## src/rtl/mem_arb_pkg.sv

```systemverilog
// Shared definitions for the single-port RAM access sequencer:
// FSM state encodings, requester indices, counter width and a
// one-hot-to-index helper.
package mem_arb_pkg;

    localparam int NUM_REQ = 3;
    localparam int CNT_W   = 3;   // holds RAM_LAT up to 7

    // FSM state encodings (2-bit, legacy-compatible constants)
    localparam logic [1:0] IDLE  = 2'd0;
    localparam logic [1:0] ISSUE = 2'd1;
    localparam logic [1:0] WAIT  = 2'd2;
    localparam logic [1:0] RESP  = 2'd3;

    typedef logic [1:0]         req_idx_t;
    typedef logic [NUM_REQ-1:0] req_vec_t;
    typedef logic [CNT_W-1:0]   cnt_t;

    // Requester indices; also the bit positions inside a req_vec_t
    localparam req_idx_t REQ_FETCH = 2'd0;
    localparam req_idx_t REQ_DATA  = 2'd1;
    localparam req_idx_t REQ_LDR   = 2'd2;

    // Convert a one-hot grant into a requester index (fetch if none set)
    function automatic req_idx_t gnt_to_idx(input req_vec_t gnt);
        req_idx_t idx;
        idx = REQ_FETCH;
        if (gnt[REQ_LDR])       idx = REQ_LDR;
        else if (gnt[REQ_DATA]) idx = REQ_DATA;
        return idx;
    endfunction

endpackage

```

## src/rtl/mem_arbiter_if.sv

```systemverilog
// Requester and RAM-side bundle of the memory arbiter.
// slave  : the arbiter's view (takes requests, drives the RAM port)
// master : the environment's view (requesters plus the RAM itself)
interface mem_arbiter_if #(
    parameter int DWIDTH = 16,
    parameter int AWIDTH = 8
);
    // instruction fetch (read only)
    logic              fetch_req;
    logic [AWIDTH-1:0] fetch_addr;
    logic              fetch_done;
    // data load/store
    logic              data_req;
    logic              data_we;
    logic [AWIDTH-1:0] data_addr;
    logic [DWIDTH-1:0] data_wdata;
    logic              data_done;
    // program loader (write only)
    logic              ldr_req;
    logic [AWIDTH-1:0] ldr_addr;
    logic [DWIDTH-1:0] ldr_wdata;
    logic              ldr_done;
    // shared read return and status
    logic [DWIDTH-1:0] rdata;
    logic              busy;
    // RAM port
    logic              ram_en;
    logic              ram_we;
    logic [AWIDTH-1:0] ram_addr;
    logic [DWIDTH-1:0] ram_wdata;
    logic [DWIDTH-1:0] ram_rdata;

    modport slave (
        input  fetch_req, fetch_addr,
        input  data_req, data_we, data_addr, data_wdata,
        input  ldr_req, ldr_addr, ldr_wdata,
        input  ram_rdata,
        output fetch_done, data_done, ldr_done,
        output rdata, busy,
        output ram_en, ram_we, ram_addr, ram_wdata
    );

    modport master (
        output fetch_req, fetch_addr,
        output data_req, data_we, data_addr, data_wdata,
        output ldr_req, ldr_addr, ldr_wdata,
        output ram_rdata,
        input  fetch_done, data_done, ldr_done,
        input  rdata, busy,
        input  ram_en, ram_we, ram_addr, ram_wdata
    );

endinterface

```

## src/rtl/mem_arb_pick.sv

```systemverilog
// Combinational winner select for the memory arbiter.
// Default build: fixed priority ldr > data > fetch.
// With MEM_ARB_RR_EN defined: round robin in the cyclic order
// ldr -> data -> fetch -> ldr, the last winner being lowest priority.
module mem_arb_pick
    import mem_arb_pkg::*;
(
    input  req_vec_t req_i,
    input  req_idx_t last_i,
    output req_vec_t gnt_o
);

`ifdef MEM_ARB_RR_EN
    // priority order starts with the requester that follows last_i
    always_comb begin
        gnt_o = '0;
        case (last_i)
            REQ_LDR: begin
                if (req_i[REQ_DATA])       gnt_o[REQ_DATA]  = 1'b1;
                else if (req_i[REQ_FETCH]) gnt_o[REQ_FETCH] = 1'b1;
                else if (req_i[REQ_LDR])   gnt_o[REQ_LDR]   = 1'b1;
            end
            REQ_DATA: begin
                if (req_i[REQ_FETCH])      gnt_o[REQ_FETCH] = 1'b1;
                else if (req_i[REQ_LDR])   gnt_o[REQ_LDR]   = 1'b1;
                else if (req_i[REQ_DATA])  gnt_o[REQ_DATA]  = 1'b1;
            end
            default: begin  // last = fetch (also the reset value)
                if (req_i[REQ_LDR])        gnt_o[REQ_LDR]   = 1'b1;
                else if (req_i[REQ_DATA])  gnt_o[REQ_DATA]  = 1'b1;
                else if (req_i[REQ_FETCH]) gnt_o[REQ_FETCH] = 1'b1;
            end
        endcase
    end
`else
    // last winner is irrelevant for fixed priority
    logic unused_last;
    assign unused_last = ^last_i;

    // fixed priority ldr > data > fetch
    always_comb begin
        gnt_o = '0;
        if (req_i[REQ_LDR])        gnt_o[REQ_LDR]   = 1'b1;
        else if (req_i[REQ_DATA])  gnt_o[REQ_DATA]  = 1'b1;
        else if (req_i[REQ_FETCH]) gnt_o[REQ_FETCH] = 1'b1;
    end
`endif

endmodule

```

## src/rtl/mem_arbiter.sv

```systemverilog
// Single-port RAM access sequencer for the 16-bit core.
// Shares one RAM port between instruction fetch, data load/store and
// the program loader: grants one request, issues a one-cycle RAM
// strobe, waits out the read latency and returns a one-cycle done.
// Optional feature: define MEM_ARB_RR_EN for round-robin arbitration
// (adds a last-granted pointer); otherwise fixed ldr > data > fetch.
// Note: rst_n is a synchronous ACTIVE-HIGH reset (name kept for
// port consistency across the core).
module mem_arbiter
    import mem_arb_pkg::*;
#(
    parameter int DWIDTH  = 16,
    parameter int AWIDTH  = 8,
    parameter int RAM_LAT = 1     // legal range 1..7
) (
    input  logic          clk,
    input  logic          rst_n,
    mem_arbiter_if.slave  bus
);

    // Everything captured at grant time; request inputs are ignored after
    typedef struct packed {
        req_idx_t          win;
        logic              we;
        logic [AWIDTH-1:0] addr;
        logic [DWIDTH-1:0] wdata;
    } lat_t;

    logic [1:0]        state_q, state_d;
    lat_t              lat_q, lat_d;
    cnt_t              cnt_q, cnt_d;
    logic [DWIDTH-1:0] rdata_q, rdata_d;

    req_vec_t req_vec;
    req_vec_t gnt;
    req_idx_t last_idx;
    logic     grant;

    assign req_vec = {bus.ldr_req, bus.data_req, bus.fetch_req};
    assign grant   = (state_q == IDLE) && (|req_vec);

    mem_arb_pick u_pick (
        .req_i  (req_vec),
        .last_i (last_idx),
        .gnt_o  (gnt)
    );

`ifdef MEM_ARB_RR_EN
    req_idx_t last_q;

    // remember the most recent winner; moves only when a grant happens
    always_ff @(posedge clk) begin
        if (rst_n)      last_q <= REQ_FETCH;
        else if (grant) last_q <= gnt_to_idx(gnt);
    end

    assign last_idx = last_q;
`else
    assign last_idx = REQ_FETCH;
`endif

    // next-state: IDLE samples/latches, ISSUE strobes, WAIT counts, RESP acks
    always_comb begin
        state_d = state_q;
        lat_d   = lat_q;
        cnt_d   = cnt_q;
        rdata_d = rdata_q;
        case (state_q)
            IDLE: begin
                if (grant) begin
                    state_d   = ISSUE;
                    lat_d.win = gnt_to_idx(gnt);
                    if (gnt[REQ_LDR]) begin
                        lat_d.we    = 1'b1;
                        lat_d.addr  = bus.ldr_addr;
                        lat_d.wdata = bus.ldr_wdata;
                    end else if (gnt[REQ_DATA]) begin
                        lat_d.we    = bus.data_we;
                        lat_d.addr  = bus.data_addr;
                        lat_d.wdata = bus.data_wdata;
                    end else begin
                        // fetch is a pure read; wdata keeps its last value
                        lat_d.we    = 1'b0;
                        lat_d.addr  = bus.fetch_addr;
                    end
                end
            end
            ISSUE: begin
                if (lat_q.we) begin
                    state_d = RESP;
                end else begin
                    cnt_d   = cnt_t'(RAM_LAT);
                    state_d = WAIT;
                end
            end
            WAIT: begin
                cnt_d = cnt_q - cnt_t'(1);
                // counter at 1 marks the cycle RAM data is valid
                if (cnt_q == cnt_t'(1)) begin
                    rdata_d = bus.ram_rdata;
                    state_d = RESP;
                end
            end
            default: begin  // RESP
                state_d = IDLE;
            end
        endcase
    end

    // state registers; reset drops any in-flight request
    always_ff @(posedge clk) begin
        if (rst_n) begin
            state_q <= IDLE;
            lat_q   <= '0;
            cnt_q   <= '0;
            rdata_q <= '0;
        end else begin
            state_q <= state_d;
            lat_q   <= lat_d;
            cnt_q   <= cnt_d;
            rdata_q <= rdata_d;
        end
    end

    // RAM port is driven straight from the latched request
    assign bus.ram_en    = (state_q == ISSUE);
    assign bus.ram_we    = (state_q == ISSUE) && lat_q.we;
    assign bus.ram_addr  = lat_q.addr;
    assign bus.ram_wdata = lat_q.wdata;

    // status and completion strobes
    assign bus.busy       = (state_q != IDLE);
    assign bus.rdata      = rdata_q;
    assign bus.fetch_done = (state_q == RESP) && (lat_q.win == REQ_FETCH);
    assign bus.data_done  = (state_q == RESP) && (lat_q.win == REQ_DATA);
    assign bus.ldr_done   = (state_q == RESP) && (lat_q.win == REQ_LDR);

endmodule

```

## src/flat_wrapper.sv

```systemverilog
// flat-port wrapper written by rule: the top's interface ports become plain ports
module mem_arbiter_flat import mem_arb_pkg::*;
#(
    parameter int DWIDTH  = 16,
    parameter int AWIDTH  = 8,
    parameter int RAM_LAT = 1                        
)
  (clk, rst_n, bus_fetch_req, bus_fetch_addr, bus_data_req, bus_data_we, bus_data_addr, bus_data_wdata, bus_ldr_req, bus_ldr_addr, bus_ldr_wdata, bus_ram_rdata, bus_fetch_done, bus_data_done, bus_ldr_done, bus_rdata, bus_busy, bus_ram_en, bus_ram_we, bus_ram_addr, bus_ram_wdata);
  mem_arbiter_if #(.DWIDTH(DWIDTH), .AWIDTH(AWIDTH)) bus_i ();
  input  logic clk;
  input  logic rst_n;
  input wire logic [$bits(bus_i.fetch_req)-1:0] bus_fetch_req;
  input wire logic [$bits(bus_i.fetch_addr)-1:0] bus_fetch_addr;
  input wire logic [$bits(bus_i.data_req)-1:0] bus_data_req;
  input wire logic [$bits(bus_i.data_we)-1:0] bus_data_we;
  input wire logic [$bits(bus_i.data_addr)-1:0] bus_data_addr;
  input wire logic [$bits(bus_i.data_wdata)-1:0] bus_data_wdata;
  input wire logic [$bits(bus_i.ldr_req)-1:0] bus_ldr_req;
  input wire logic [$bits(bus_i.ldr_addr)-1:0] bus_ldr_addr;
  input wire logic [$bits(bus_i.ldr_wdata)-1:0] bus_ldr_wdata;
  input wire logic [$bits(bus_i.ram_rdata)-1:0] bus_ram_rdata;
  output wire logic [$bits(bus_i.fetch_done)-1:0] bus_fetch_done;
  output wire logic [$bits(bus_i.data_done)-1:0] bus_data_done;
  output wire logic [$bits(bus_i.ldr_done)-1:0] bus_ldr_done;
  output wire logic [$bits(bus_i.rdata)-1:0] bus_rdata;
  output wire logic [$bits(bus_i.busy)-1:0] bus_busy;
  output wire logic [$bits(bus_i.ram_en)-1:0] bus_ram_en;
  output wire logic [$bits(bus_i.ram_we)-1:0] bus_ram_we;
  output wire logic [$bits(bus_i.ram_addr)-1:0] bus_ram_addr;
  output wire logic [$bits(bus_i.ram_wdata)-1:0] bus_ram_wdata;
  assign bus_i.fetch_req = bus_fetch_req;
  assign bus_i.fetch_addr = bus_fetch_addr;
  assign bus_i.data_req = bus_data_req;
  assign bus_i.data_we = bus_data_we;
  assign bus_i.data_addr = bus_data_addr;
  assign bus_i.data_wdata = bus_data_wdata;
  assign bus_i.ldr_req = bus_ldr_req;
  assign bus_i.ldr_addr = bus_ldr_addr;
  assign bus_i.ldr_wdata = bus_ldr_wdata;
  assign bus_i.ram_rdata = bus_ram_rdata;
  assign bus_fetch_done = bus_i.fetch_done;
  assign bus_data_done = bus_i.data_done;
  assign bus_ldr_done = bus_i.ldr_done;
  assign bus_rdata = bus_i.rdata;
  assign bus_busy = bus_i.busy;
  assign bus_ram_en = bus_i.ram_en;
  assign bus_ram_we = bus_i.ram_we;
  assign bus_ram_addr = bus_i.ram_addr;
  assign bus_ram_wdata = bus_i.ram_wdata;
  mem_arbiter #(.DWIDTH(DWIDTH), .AWIDTH(AWIDTH), .RAM_LAT(RAM_LAT)) u_core (.clk(clk), .rst_n(rst_n), .bus(bus_i));
endmodule
```

## config.mk

```make
export PLATFORM = sky130hd
export DESIGN_NAME = mem_arbiter_flat
export DESIGN_NICKNAME = d
export VERILOG_FILES = /design/src/rtl/mem_arb_pkg.sv /design/src/rtl/mem_arbiter_if.sv /design/src/rtl/mem_arb_pick.sv /design/src/rtl/mem_arbiter.sv /design/src/flat_wrapper.sv
export SDC_FILE = /design/constraint.sdc
export NUM_CORES = 1
export LEC_CHECK = 0
export CELL_PAD_IN_SITES_DETAIL_PLACEMENT = 1
export CELL_PAD_IN_SITES_GLOBAL_PLACEMENT = 1
export CORE_ASPECT_RATIO = 0.8
export CORE_UTILIZATION = 25
export DETAILED_ROUTE_END_ITERATION = 12
export PLACE_DENSITY_LB_ADDON = 0.08
export SYNTH_ARGS = -nofsm -noshare
export SYNTH_HDL_FRONTEND = slang
export SYNTH_SLANG_ARGS = --single-unit
```

## constraint.sdc

```tcl
create_clock -name clk -period 1.35 [get_ports clk]
set_input_delay 0.405 -clock clk [delete_from_list [all_inputs] [get_ports clk]]
set_output_delay 0.405 -clock clk [all_outputs]
set_load 0.005 [all_outputs]
```

==> results of run 1 <==
metrics by stage:
step,setup slack (ns),utilization
floorplan,0.00661,-
global placement,-0.545,0.405
detailed placement,-0.575,0.405
CTS,-0.255,0.491
global route,-0.303,0.510
finish,-0.248,0.510
worst paths after layout:
| kind | cells after the start | endpoint | from |
|---|---|---|---|
| min reg2reg | 2 | u_core.bus.rdata[2]$_SDFFE_PP0P_ | u_core.bus.rdata[2]$_SDFFE_PP0P_ |
| max | 6 | bus_busy | u_core.state_q[0]$_SDFFE_PP0P_ |
| max reg2reg | 9 | u_core.bus.ram_wdata[6]$_SDFFE_PP0P_ | u_core.state_q[0]$_SDFFE_PP0P_ |
| min | 2 | u_core.bus.rdata[2]$_SDFFE_PP0P_ | u_core.bus.rdata[2]$_SDFFE_PP0P_ |
logic make-up (layout without fill, tap and decap cells):
logic type | count (synthesis) | in the layout
adder cells (fa/ha/maj) | 6 | 6
flip-flops | 48 | 48
multiplexers | 26 | 26
buffers and inverters | 48 | 183
AO/OA/AOI/OAI | 65 | 65
AND/OR/NAND/NOR | 80 | 80
Yosys cell counts (6+ instances only):
master	n	area, um^2
nand2b_1	6	37.5
a22o_1	9	78.8
nor2_1	20	75.1
mux2i_1	26	260
a21oi_1	20	100
dfxtp_1	48	961
buf_4	27	203
o21ai_0	12	60.1
a211oi_1	16	120
nand2_1	43	161
ha_1	6	75.1
what timing repair did:
item / CTS / global route
hold endpoints to repair: 0 / 0
setup buffers: 14 / 7
gates cloned: 5 / 0
resized for setup: 198 / 45
pin swaps: 56 / 40
endpoints found under the setup margin: 94 / 62
registers in the layout (all words and copies together) (netlist names):
name	cells
u_core.bus.rdata	16
u_core.bus.ram_wdata	16
u_core.cnt_q	3
u_core.bus.ram_addr	8
u_core.lat_q	3
u_core.state_q	2
power by group through the flow:
stage               logic [mW]  clock network [mW]  registers, mW
finish                    3.82                1.31           2.06
global route              4.09                1.41           2.11
CTS                       3.51                1.34           2.02
detailed placement        2.44                   0           1.99
global placement          2.41                   0           1.98
floorplan                 1.43                   0           1.96
cell usage in the layout (no fill, tap or decap), drive strengths merged:
master         count
clkdlybuf4s50     74
a21oi             20
o21a               2
o21ba              1
a311oi             1
mux2i             26
nor3               2
nor2              20
dlygate4sd2       36
a2bb2oi            1
ha                 6
nand2             43
a21o               1
nand2b             6
a22oi              1
a211oi            16
nor3b              1
o21ai             12
inv                6
clkdlybuf4s15      3
dfxtp             48
nor2b              3
clkbuf            10
and3b              3
nand3b             2
buf               54
o31ai              1
a22o               9
final cells by class:
type                       instances  area (um^2)
timing repair buffer             170         1760
sequential                        48          981
clock buffer                       7          153
multi-input combinational        177         1650
tap                              115          144
fill                            1015         4520
inverter                           6         32.5
worst max-delay path: stages (launching register included):
cell and delay (ns):
dfxtp_2 0.33, buf_6 0.12, buf_6 0.11, inv_4 0.06, ha_4 0.15, inv_4 0.04
buf_6 0.10
metal layers:
layer | up-vias | wire length, um | GRT usage
met5 | - | 0 | 0
met4 | 0 | 88 | 0.0356
met2 | 69 | 4400 | 0.310
met3 | 10 | 542 | 0.0459
met1 | 1157 | 3540 | 0.197
li1 | 1184 | - | -
==> results.cfg, run 1 <==
[clocking]
clock_sinks = 48
cts.reportedPaths.clkPinSlew_ns = 0.07
htree_levels = 2
cts_tree = yes
root_buffer = clkbuf_16
holdBufCountCts = 0
cts_made_buffers = 5
clock_path_buffers = 2
clkLatencyLatePin_ns = 0.28

[pwr]
p_leak_nw = 2.11
p_comb_frac = 0.531
powerDensity_mw_per_mm2 = 1530
clkPwrFrac = 0.182
finalPower_mw = 7.19
p_sw_frac = 0.342
power.switching_mw = 2.46
p_int_mw = 4.73
vdd_drop_max_v = 0.000560
pwr-share-seq = 0.287

[synth]
synth_flop_cell = dfxtp_1
synth-compound-area-share = 0.175
syn_area_per_cell_um2 = 8.89
synth_edf_count = 0
synth_xor_area_frac = 0
yosys.area_share.simple = 0.156
synth-seq-cells = 48
seq_area_frac_synth = 0.396
synth_cell_types = 32
synth_cells = 273
synth_async_sr_flop_share = 0
synth_top_family_by_area = compound AO/OA/AOI/OAI gates
syn_area_mm2 = 0.00243
ys_warn_count = 0
muxShareOfSynthArea = 0.107
yosys.area_share.adder = 0.0309
synth_nets = 357

[finish]
drive_above_1_share = 0.426
final_cells = 523
syn2layout_area_growth_pct = 94.2
num_antenna_cells = 0
finalNetCount = 492
stdcell_area_mm2 = 0.00471

[floorplan]
die_w_um = 112
io_pins = 124
core-area_mm2 = 0.00923
die_area_mm2 = 0.0101
rows = 31
fp.dieH_um = 90.1
start_util = 0.263

[sta]
finClkSkew_ns = 0.00327
setup_violations = 54
max_freq_mhz = 626
tns_ns = -9.07
hold_ws_ns = 0.454
final-hold-violation-count = 0
slew_viol_final = 0
period_minus_slack_ns = 1.60
post-route-period-util = 1.18
rsz0062_at_grt = yes
tightest_slew_ns = 0.335
setup_slack_ns = -0.248
slew_headroom = 0.777

[outcome]
failed_checks = design-rule violations, negative setup slack
status = finished, violations left

[setup_path]
rrSetupSlack_ns = -0.23
arrival_ns = 1.19
critPathLaunchType = flip-flop
cp_max_fo = 2
crit_path_end_kind = primary output
path_class = flip-flop to primary output
required_ns = 0.95

[grt]
antenna_found_initial = 0
grtUsageTotal = 0.170
grt_max_degree = 38
first_global_vias = 2667
grt_pass1_wl_mm = 13.5
grt_overflow = 0

[place]
routabilityCongestion = 0.671
placed_area_mm2 = 0.00374
port-buffer-count = 123
placed_cells = 494
place_hpwl_mm = 5.36

[route]
ant_nets = 0
first_pass_iters = 8
via_count = 2420
drt_iter0_markers = 52
post_drt_wl_per_cell_um = 16.4
via_per_inst = 4.63
wirelength_mm = 8.57
remaining_drc_errors = 4

[hold_path]
min_path_type = flip-flop to flip-flop

[job]
maxCapViolCount = 0
No activity file was read; power rests on OpenSTA's default activity.
==> inputs of run 2 (changes only) <==
--- a/config.mk
+++ b/config.mk
@@ -5,9 +5,11 @@
 export SDC_FILE = /design/constraint.sdc
 export NUM_CORES = 1
 export LEC_CHECK = 0
+export ABC_CLOCK_PERIOD_IN_PS = 1290
 export CELL_PAD_IN_SITES_DETAIL_PLACEMENT = 1
 export CELL_PAD_IN_SITES_GLOBAL_PLACEMENT = 1
 export CORE_ASPECT_RATIO = 0.8
+export CORE_MARGIN = 2
 export CORE_UTILIZATION = 25
 export DETAILED_ROUTE_END_ITERATION = 12
 export PLACE_DENSITY_LB_ADDON = 0.08
==> constraint.sdc (replaced) <==
create_clock -name clk -period 1.29 [get_ports clk]
set_input_delay 0.387 -clock clk [delete_from_list [all_inputs] [get_ports clk]]
set_output_delay 0.387 -clock clk [all_outputs]
set_load 0.005 [all_outputs]
==> run 2 against run 1 <==
  * The run ends with negative setup slack left
  * Sequential share of layout area grew 0.64 points
  * Final cell count grew 0.19%
  * Clock power increased by 11%
  * Die area increased by 4.0%
  * Critical path depth fell by 2
  * Design area decreased by 2.1%
  * Register-to-register slack is essentially flat
  * Hold slack better by 0.0021 ns
  * Combinational power fell by 2%
  * Clock-buffer cell count down 1
  * Critical path type unchanged
  * Critical endpoint is now bus_ldr_done
  * Highest routed layer unchanged
==> results.cfg, run 2 (synthesis results as in run 1) <==
[route]
ant_nets = 0
post_drt_wl_per_cell_um = 15.1
via_per_inst = 4.47
wirelength_mm = 7.90
via_count = 2343
remaining_drc_errors = 0
first_pass_iters = 4
drt_iter0_markers = 56

[finish]
final_common_cell = clkdlybuf4s50_1
syn2layout_area_growth_pct = 90.1
num_antenna_cells = 0
final_cells = 524
multi_input_area_mm2 = 0.00163
finalNetCount = 488
fill_cells = 1029
drive_above_1_share = 0.412
utilization = 0.484
final_cell_mix = clkdlybuf4s50_1 (74), dfxtp_1 (29), nand2_1 (27), mux2i_1 (26), dlygate4sd2_1 (25)
seq_area_um2 = 990

[floorplan]
start_util = 0.255
die_w_um = 114
io_pins = 124
die_area_mm2 = 0.0105
core-area_mm2 = 0.00953
rows = 32
fp.dieH_um = 92.1

[sta]
slew_viol_final = 0
post-route-period-util = 1.22
final-hold-violation-count = 0
setup_violations = 52
finClkSkew_ns = 0.00444
period_minus_slack_ns = 1.57
rsz0062_at_grt = yes
tightest_slew_ns = 0.267
max_freq_mhz = 635
slew_headroom = 0.817
setup_slack_ns = -0.284

[grt]
grtUsageTotal = 0.137
grt_overflow = 0
grt_pass1_wl_mm = 11.4
first_global_vias = 2327
grt_max_degree = 33
antenna_found_initial = 0

[setup_path]
critPathLaunchType = flip-flop
required_ns = 0.90
crit_path_end_kind = primary output
path_class = flip-flop to primary output
rrSetupSlack_ns = -0.24
critPathSlowestCell = dfxtp_4
worstPathCellList = buf_6 -> ha_4 -> and3b_1 -> buf_2
cp_max_fo = 4
arrival_ns = 1.19
crit_path_max_incr_delay_ns = 0.36

[clocking]
htree_levels = 2
cts.reportedPaths.clkPinSlew_ns = 0.07
cts_tree = yes
clock_path_buffers = 2
clock_sinks = 48
root_buffer = clkbuf_16
cts_made_buffers = 5
clkLatencyLatePin_ns = 0.28

[outcome]
status = finished, violations left
failed_checks = negative setup slack

[job]
maxCapViolCount = 0

[place]
port-buffer-count = 123
routabilityCongestion = 0.691
place_hpwl_mm = 5.32
placed_cells = 497

[pwr]
vdd_drop_max_v = 0.000728
powerDensity_mw_per_mm2 = 1610
p_leak_nw = 1.98

[hold_path]
min_path_type = flip-flop to flip-flop
==> run 2: worst max-delay path, delay by kind of cell (launching register included) <==
kind                       cells  cell delay (ns)
adders and majority gates      1             0.16
and+or+nand+nor                1             0.15
DFF                            1             0.36
buffers and inverters          2             0.24
==> run 2: what timing repair did <==
action / CTS / global route
pin swaps: 22 / 44
hold buffers: 0 / 0
buffers inserted: 7 / 10
gates resized for setup: 109 / 136
endpoints found under the setup margin: 94 / 64
cloned: 1 / 3
==> run 2: path summary, 6_finish.rpt <==
path | startpoint | depth (start not counted) | to
max reg2reg | u_core.state_q[0]$_SDFFE_PP0P_ | 9 | u_core.bus.ram_wdata[5]$_SDFFE_PP0P_
min | u_core.bus.rdata[4]$_SDFFE_PP0P_ | 2 | u_core.bus.rdata[4]$_SDFFE_PP0P_
min reg2reg | u_core.bus.rdata[4]$_SDFFE_PP0P_ | 2 | u_core.bus.rdata[4]$_SDFFE_PP0P_
max | u_core.state_q[1]$_SDFFE_PP0P_ | 4 | bus_ldr_done
==> run 2: through the flow <==
stage                     hold slack, ns  setup slack [ns]  setup TNS (ns)  area, um^2  total power [mW]
after floorplan                    0.443           -0.0145         -0.0866        2470              3.60
after global placement             0.443            -0.521          -16.78        3750              4.60
after detailed placement           0.453            -0.569          -18.12        3750              4.64
after CTS                          0.458            -0.294           -7.62        4030              6.24
after global routing               0.487            -0.332          -11.47        4610              7.92
final                              0.457            -0.284           -8.19        4610              7.43
==> run 2: routing by layer <==
layer / vias up / global-route usage / share of wire
li1: 1168 / - / -
met1: 1108 / 0.175 / 0.44
met2: 65 / 0.221 / 0.49
met3: 2 / 0.0463 / 0.065
met4: 0 / 0.0325 / 0.0042
met5: - / 0 / 0
==> run 2: final cells by class <==
| cell class | instances | area share |
|---|---|---|
| Clock buffer | 6 | 0.0279 |
| Sequential cell | 48 | 0.215 |
| Inverter | 6 | 0.00705 |
| Clock inverter | 2 | 0.00760 |
| Tap cell | 119 | 0.0323 |
| Multi-Input combinational cell | 177 | 0.353 |
| Timing Repair Buffer | 166 | 0.357 |
==> run 2: report_power, final <==
part / total, mW / leakage, nW / switching, mW / internal (mW)
Combinational: 3.74 / 1.49 / 1.62 / 2.12
Clock: 1.46 / 0.0808 / 0.550 / 0.913
Sequential: 2.23 / 0.401 / 0.328 / 1.90
Total: 7.43 / 1.98 / 2.50 / 4.93
==> inputs of run 3 (changes only) <==
--- a/config.mk
+++ b/config.mk
@@ -12,7 +12,7 @@
 export CORE_MARGIN = 2
 export CORE_UTILIZATION = 25
 export DETAILED_ROUTE_END_ITERATION = 12
-export PLACE_DENSITY_LB_ADDON = 0.08
+export PLACE_DENSITY_LB_ADDON = 0.1
 export SYNTH_ARGS = -nofsm -noshare
 export SYNTH_HDL_FRONTEND = slang
 export SYNTH_SLANG_ARGS = --single-unit
==> run 3 against run 2 <==
  * The run still ends with negative setup slack left
  * Sequential share of layout area rose by 0.37 points
  * Hold slack barely moved
  * Clock-buffer cell count increased by 2
==> results.cfg, run 3 (synthesis results as in run 1) <==
[outcome]
status = finished, violations left
failed_checks = negative setup slack

[setup_path]
path_common_cell = buf_6
crit_path_max_incr_delay_ns = 0.33
path_class = flip-flop to flip-flop
crit_buf_inv = 5
required_ns = 1.50
critPathSlowestCell = dfxtp_2
worstPathCellList = buf_6 -> buf_6 -> inv_4 -> buf_6 -> ha_4 -> and3b_2 -> clkbuf_16 -> nand2_1 -> a21oi_1
cp_max_fo = 8
crit_family = buffers and inverters
critPathLaunchType = flip-flop
arrival_ns = 1.80
crit_path_end_kind = flip-flop

[grt]
first_global_vias = 2368
antenna_found_initial = 0
grt_pass1_wl_mm = 11.9
grt_overflow = 0
grt_max_degree = 36
grtUsageTotal = 0.142

[place]
port-buffer-count = 123
placed_cells = 496
dp_slack_ns = -0.555
routabilityCongestion = 0.682
place_hpwl_mm = 5.19

[clocking]
cts.reportedPaths.clkPinSlew_ns = 0.07
cts_tree = yes
cts_made_buffers = 5
holdBufCountCts = 0
root_buffer = clkbuf_16
htree_levels = 2
clock_path_buffers = 2
clock_sinks = 48
clkLatencyLatePin_ns = 0.28

[floorplan]
die_w_um = 114
die_area_mm2 = 0.0105
io_pins = 124
rows = 32
fp.dieH_um = 92.1
start_util = 0.255
core-area_mm2 = 0.00953

[finish]
final_cells = 520
fill_cells = 1067
final_common_cell = clkdlybuf4s50_1
finalNetCount = 484
syn2layout_area_growth_pct = 84.8
final_cell_mix = clkdlybuf4s50_1 (74), dfxtp_1 (36), nand2_1 (27), mux2i_1 (26), dlygate4sd2_1 (26)
drive_above_1_share = 0.392
num_antenna_cells = 0

[route]
ant_nets = 0
remaining_drc_errors = 0
first_pass_iters = 4
post_drt_wl_per_cell_um = 14.9
wirelength_mm = 7.73
via_per_inst = 4.52
via_count = 2352
drt_iter0_markers = 57

[pwr]
p_comb_frac = 0.503
power.switching_mw = 2.38
powerDensity_mw_per_mm2 = 1570
clkPwrFrac = 0.187
pwr-share-seq = 0.310
vdd_drop_max_v = 0.000713
p_leak_nw = 1.91
p_int_mw = 4.64
p_sw_frac = 0.339

[sta]
setup_violations = 54
post-route-period-util = 1.23
rsz0062_at_grt = yes
final-hold-violation-count = 0
tightest_slew_ns = 0.327
setup_slack_ns = -0.302
slew_headroom = 0.780
period_minus_slack_ns = 1.59
finClkSkew_ns = 0.00317
tns_ns = -11.39
max_freq_mhz = 628
slew_viol_final = 0

[hold_path]
min_path_type = flip-flop to flip-flop

[job]
maxCapViolCount = 0
## run 3: cell types whose count changed in the layout (fill, tap and decap cells not counted), moves of 2 or more
cell,previous run,this run
dfxtp_1,29,36
nand2_2,3,5
nor2_4,15,10
clkbuf_2,4,6
buf_6,18,15
nor2_2,2,6
dfxtp_2,17,11
nand2_4,13,11
o21ai_2,1,3
clkdlybuf4s15_1,12,9
## run 3: worst paths after layout
kind,startpoint,endpoint,slack [ns],cells past startpoint
max,u_core.state_q[0]$_SDFFE_PP0P_,u_core.bus.rdata[13]$_SDFFE_PP0P_,-0.30,9
min,u_core.bus.rdata[10]$_SDFFE_PP0P_,u_core.bus.rdata[10]$_SDFFE_PP0P_,0.46,2
max reg2reg,u_core.state_q[0]$_SDFFE_PP0P_,u_core.bus.rdata[13]$_SDFFE_PP0P_,-0.30,9
min reg2reg,u_core.bus.rdata[10]$_SDFFE_PP0P_,u_core.bus.rdata[10]$_SDFFE_PP0P_,0.46,2
## run 3: power groups by stage
stage          Sequential (mW)  Clock, mW  Combinational, mW
4_1_cts                   2.08       1.35               2.95
6_report                  2.18       1.31               3.53
5_1_grt                   2.22       1.42               3.84
2_1_floorplan             2.06          0               1.54
3_3_place_gp              2.08          0               2.55
3_5_place_dp              2.10          0               2.57
## run 3: stage by stage
step | power, mW | instance area, um^2 | hold slack [ns] | utilization
floorplan | 3.60 | 2470 | 0.443 | -
global placement | 4.63 | 3760 | 0.442 | 0.394
detailed placement | 4.67 | 3760 | 0.450 | 0.394
CTS | 6.38 | 4090 | 0.456 | 0.429
global route | 7.48 | 4480 | 0.481 | 0.470
finish | 7.02 | 4480 | 0.456 | 0.470
## run 3: what timing repair did
action	in CTS	in global routing
resized for setup	113	110
cloned	1	2
setup buffers	9	6
setup endpoints to repair	92	66
pin swaps	8	47
hold endpoints to repair	0	0
## run 3: area by class of cell
class	instances	area, um^2	share of cell area
Clock buffer	8	146	0.0327
Inverter	6	30.0	0.00670
Multi-Input combinational cell	177	1580	0.352
Sequential cell	48	978	0.218
Tap cell	119	149	0.0332
Timing Repair Buffer	162	1600	0.358
## run 3: metal layers
layer | wire, um | vias up | GRT usage
met2 | 3730 | 60 | 0.228
li1 | - | 1170 | -
met1 | 3490 | 1120 | 0.191
met5 | 0 | - | 0
met4 | 33 | 0 | 0.0244
met3 | 478 | 2 | 0.0436
## run 3: worst reg2reg max path: stages, from the launching register on
cell,delay [ns]
dfxtp_2,0.33
buf_6,0.12
buf_6,0.11
inv_4,0.06
buf_6,0.09
ha_4,0.16
and3b_2,0.25
clkbuf_16,0.20
nand2_1,0.07
a21oi_1,0.13
